## src/rtl/pwm_fade.sv

```systemverilog
// pwm_fade: walks a PWM level toward a target in steps of 1..8 counts.
// One step is taken every (rate+1) PWM periods. Each new level is presented
// with a one-cycle set_level strobe, and done pulses when the target is reached.
//
//   state | meaning
//   ------+------------------------------------------------------------
//   IDLE  | level is held; waiting for start
//   RAMP  | fade in progress; period/rate counters time the next step
module pwm_fade #(
    parameter int PERIOD = 255
) (
    input  logic       clk,
    input  logic       rst,
    input  logic [7:0] target,
    input  logic [7:0] rate,
    input  logic [2:0] step_size,
    input  logic       start,
    input  logic       stop,
    output logic [7:0] level,
    output logic       set_level,
    output logic       busy,
    output logic       done
);

    localparam int PW = (PERIOD > 1) ? $clog2(PERIOD) : 1;
    localparam logic [PW-1:0] PERIOD_LAST = PW'(PERIOD - 1);

    typedef enum logic {
        IDLE = 1'b0,
        RAMP = 1'b1
    } state_t;

    state_t        state;
    logic [PW-1:0] period_cnt;
    logic [7:0]    rate_cnt;
    logic [7:0]    target_q;
    logic [7:0]    rate_q;
    logic [3:0]    delta_q;

    logic          period_wrap;
    logic          rate_wrap;
    logic          step_event;
    logic [8:0]    level_up;
    logic [8:0]    level_dn;
    logic [7:0]    level_next;

    assign period_wrap = (period_cnt == PERIOD_LAST);
    assign rate_wrap   = (rate_cnt == rate_q);
    assign step_event  = (state == RAMP) && period_wrap && rate_wrap;
    assign busy        = (state == RAMP);

    // Next level one step toward the target. The sums are 9 bits wide so an
    // overshoot past 255 or below 0 is visible and clamps to the target.
    always_comb begin
        level_up   = {1'b0, level} + {5'b0_0000, delta_q};
        level_dn   = {1'b0, level} - {5'b0_0000, delta_q};
        level_next = target_q;
        if (target_q > level) begin
            if (level_up < {1'b0, target_q}) begin
                level_next = level_up[7:0];
            end
        end else if (target_q < level) begin
            if (!level_dn[8] && (level_dn > {1'b0, target_q})) begin
                level_next = level_dn[7:0];
            end
        end
    end

    // Sequencer: stop beats start, start beats a coincident step, and level
    // is only ever written together with its set_level strobe.
    always_ff @(posedge clk) begin
        if (rst) begin
            state      <= IDLE;
            level      <= 8'd0;
            set_level  <= 1'b0;
            done       <= 1'b0;
            period_cnt <= '0;
            rate_cnt   <= 8'd0;
            target_q   <= 8'd0;
            rate_q     <= 8'd0;
            delta_q    <= 4'd0;
        end else begin
            set_level <= 1'b0;
            done      <= 1'b0;
            if (stop) begin
                state <= IDLE;
            end else if (start) begin
                target_q   <= target;
                rate_q     <= rate;
                delta_q    <= {1'b0, step_size} + 4'd1;
                period_cnt <= '0;
                rate_cnt   <= 8'd0;
                if (target == level) begin
                    state <= IDLE;
                    done  <= 1'b1;
                end else begin
                    state <= RAMP;
                end
            end else if (state == RAMP) begin
                if (period_wrap) begin
                    period_cnt <= '0;
                    rate_cnt   <= rate_wrap ? 8'd0 : rate_cnt + 8'd1;
                end else begin
                    period_cnt <= period_cnt + 1'b1;
                end
                if (step_event) begin
                    level     <= level_next;
                    set_level <= 1'b1;
                    if (level_next == target_q) begin
                        state <= IDLE;
                        done  <= 1'b1;
                    end
                end
            end
        end
    end

endmodule
```

## config.mk

```make
export PLATFORM = sky130hd
export DESIGN_NAME = pwm_fade
export DESIGN_NICKNAME = d
export VERILOG_FILES = /design/src/rtl/pwm_fade.sv
export SDC_FILE = /design/constraint.sdc
export NUM_CORES = 1
export LEC_CHECK = 0
export ABC_AREA = 1
export CAP_MARGIN = 10
export CORE_MARGIN = 4
export CORE_UTILIZATION = 49
export DETAILED_ROUTE_END_ITERATION = 10
export PLACE_DENSITY_LB_ADDON = 0.1
export SYNTH_ARGS = -nofsm -noshare
export SYNTH_HDL_FRONTEND = slang
export SYNTH_SLANG_ARGS = --single-unit
```

## constraint.sdc

```tcl
create_clock -name clk -period 3.8 [get_ports clk]
set_clock_uncertainty 0.05 [all_clocks]
set_input_delay 0.38 -clock clk [delete_from_list [all_inputs] [get_ports clk]]
set_output_delay 0.38 -clock clk [all_outputs]
set_load 0.02 [all_outputs]
```

==> impl_metrics.json <==
{
  "status": "finished, final reports clean",
  "fin_nets": 722,
  "synthDistinctLibCells": 43,
  "synth.largest_area_cell": "dfxtp_1",
  "fmax_ghz": 0.272,
  "ff2ff_setup_slack_ps": 130,
  "drtAntennaViolNets": 0,
  "syn_nets": 678,
  "drc": 0,
  "cts_sinks": 47,
  "finalCritPeriodShare_pct": 96.7,
  "r2r_end": "busy",
  "critical_path.top_delay_family": "simple AND/OR/NAND/NOR gates",
  "cts_tree": "yes",
  "drtIter0Drc": 360,
  "crit_fanout": 6,
  "drv_cap": 0,
  "synth_common_cells": "150 x nand2_1, 81 x inv_1, 69 x nand3_1",
  "r2r_cells": 27,
  "critPathBufInv": 6,
  "numPortBuffers": 33,
  "clock_latency_ps": 310,
  "crit_top_cell": "nand2_1",
  "grt_max_degree": 29,
  "io_pins": 34,
  "p_switching_uw": 601,
  "die_width_um": 98.0,
  "diodes": 0,
  "power_density_nw_per_um2": 321,
  "power_frac_comb_pct": 40.6,
  "area_growth_pct": 21.1,
  "clk_pin_slew_ps": 110,
  "antenna_found_initial": 0,
  "max_stage_delay_ps": 400,
  "dieArea_um2": 9600,
  "core_um2": 7810,
  "whs_path_depth": 2,
  "routed_via_density": 5.46,
  "gp_congestion": 0.976,
  "avgRoutedWirePerCell_um": 15.6,
  "yosysMostFrequentCell": "nand2_1",
  "overflow": 0,
  "grt_use_total_pct": 23.6,
  "hpwlAfterDp_um": 8990,
  "routed_wl_um": 11900,
  "fin_ws_ps": 127,
  "path_class": "reg -> reg",
  "dp_slack_ps": -87.8,
  "crit_path_top_delay_cell": "fa_2",
  "hp-class": "reg -> reg",
  "leakage_nw": 2.31,
  "layout-drive-gt1-share_pct": 15.8,
  "cp-endpoint": "busy",
  "sequentialPowerShare_pct": 34.2,
  "numCtsBuffers": 5,
  "yosysSeqAreaShare_pct": 23.7,
  "synth_top_cell_area_share_pct": 23.7,
  "num_rows": 32,
  "power_frac_clock_pct": 25.3,
  "worstMarginPinSlew_ps": 719,
  "yosysWarnings": 0,
  "synthTopCellsByArea": "dfxtp_1 24%, nand2_1 14%, ha_1 11%, nand3_1 8.7%, inv_1 7.7%",
  "cp-startpoint": "level[0]",
  "p_total_mw": 1.54,
  "grt_pass1_wl_um": 18500,
  "cp_data_required_time_ps": 3970,
  "worst-path-stages": 27,
  "synth_edf_count": 0,
  "async_reset_ff_share_pct": 0,
  "hold_buffers": 0,
  "switching_share_pct": 39.0,
  "reg2reg_from": "level[0]",
  "setup_viol": 0,
  "grt_pass1_vias": 3785,
  "ir_drop_v": 0.000161,
  "min_period_ps": 3670,
  "holdWs_ps": 483,
  "initial_utilization_pct": 50.8,
  "netlist_area_um2": 3970,
  "dr.pass1.iters": 6,
  "synth-seq-cells": 47,
  "critPathLaunchType": "flop",
  "vias": 4179,
  "htree_levels": 2,
  "synthFlopType": "dfxtp_1",
  "avgSynthCellArea_um2": 6.42,
  "slew_viol_final": 0,
  "dieHeight_um": 98.0,
  "post-route-util_pct": 61.5,
  "clk_path_buf_depth": 2,
  "timing.final.hold_violations": 0,
  "root_buffer": "clkbuf_8",
  "p_int_uw": 939,
  "relSlewSlack_pct": 51.8,
  "crit_arrival_ps": 3850,
  "worstSetupEndpointType": "flop",
  "syn_inst": 618
}
## worst register-to-register path, delay by kind of cell (launching register included)
kind,cells,cell delay (ps)
buf+inv,6,570
simple gates,15,1410
compound gates,2,160
xor+xnor,1,190
fa+ha+maj,3,810
flops,1,370
## cells by family (layout without fill, tap and decap cells)
kind of cell / count (synthesis) / count (layout) / share of synthesized area (%)
AOI/OAI and AO/OA: 80 / 80 / 11.2
xor gates and xnor gates: 16 / 16 / 3.53
adders and majority gates: 37 / 37 / 12.0
buffers and inverters: 110 / 154 / 11.6
DFF: 47 / 47 / 23.7
and+or+nand+nor: 328 / 329 / 37.9
## metrics by stage
step / area (um^2) / instances / setup TNS [ps]
4_1_cts: 4520 / 753 / 0
3_5_place_dp: 4380 / 743 / -147
6_report: 4800 / 765 / 0
3_3_place_gp: 4380 / 743 / -4.01
2_1_floorplan: 3970 / 618 / 0
5_1_grt: 4800 / 765 / -152
## state kept, by name (all words and copies together), names as in the netlist
register / flops
busy: 1
delta_q: 4
done: 1
level: 8
period_cnt: 8
rate_cnt: 8
rate_q: 8
set_level: 1
target_q: 8
## area by class of cell
type / instances / area, um^2
inverter: 93 / 352
timing repair buffer: 53 / 504
fill: 771 / 3000
clock buffer: 5 / 68.8
clock inverter: 3 / 46.3
sequential: 47 / 950
multi-input combinational: 462 / 2760
tap: 102 / 128
## repair_timing
item                       in CTS  in global routing
buffers inserted                1                 12
pin swaps                       1                 22
gates cloned                    1                  0
resized for setup               2                 46
setup endpoints to repair       2                  9
## power by group through the flow
stage          clock (mW)  sequential [mW]  combinational (mW)
2_1_floorplan           0            0.532               0.381
3_3_place_gp            0            0.536               0.512
3_5_place_dp            0            0.536               0.517
4_1_cts             0.396            0.525               0.530
5_1_grt             0.418            0.528               0.686
6_report            0.389            0.526               0.625
## layout by cell type (no fill, tap or decap), drive strengths merged
master / synthesis / routed
o21a: 2 / 2
fa: 2 / 2
clkinv: 2 / 2
dfxtp: 47 / 47
nand3: 72 / 72
nor3: 8 / 8
nor3b: 7 / 7
or2: 5 / 5
o2111ai: 1 / 1
xnor2: 8 / 8
a21oi: 33 / 33
ha: 35 / 35
clkdlybuf4s50: 0 / 33
xor2: 8 / 8
clkinvlp: 0 / 1
a32oi: 1 / 1
inv: 91 / 92
nor4: 2 / 2
and3: 1 / 1
a221oi: 1 / 1
o211ai: 2 / 2
bufinv: 0 / 1
o22ai: 1 / 1
and2: 1 / 1
o21ai: 37 / 37
nand4: 9 / 9
nor2: 64 / 65
o221ai: 1 / 1
buf: 9 / 20
clkbuf: 8 / 5
o31ai: 1 / 1
nand2: 159 / 159
## worst min-delay path by stage
stage	slack [ps]	start	end
final	480	period_cnt[0]	period_cnt[0]
after CTS	490	period_cnt[0]	period_cnt[0]
after floorplan	430	delta_q[3]	delta_q[3]
after global placement	450	period_cnt[0]	period_cnt[0]
after global routing	530	period_cnt[0]	period_cnt[0]
after detailed placement	470	rate_q[5]	rate_q[5]
## metal layers
layer,vias to the layer above,routed length [um],global-route usage [%]
met4,0,304,6.82
met2,148,5280,36.2
li1,2077,-,-
met5,-,0,0
met1,1929,5510,33.9
met3,25,826,4.14
(Power assumes the default switching activity.)
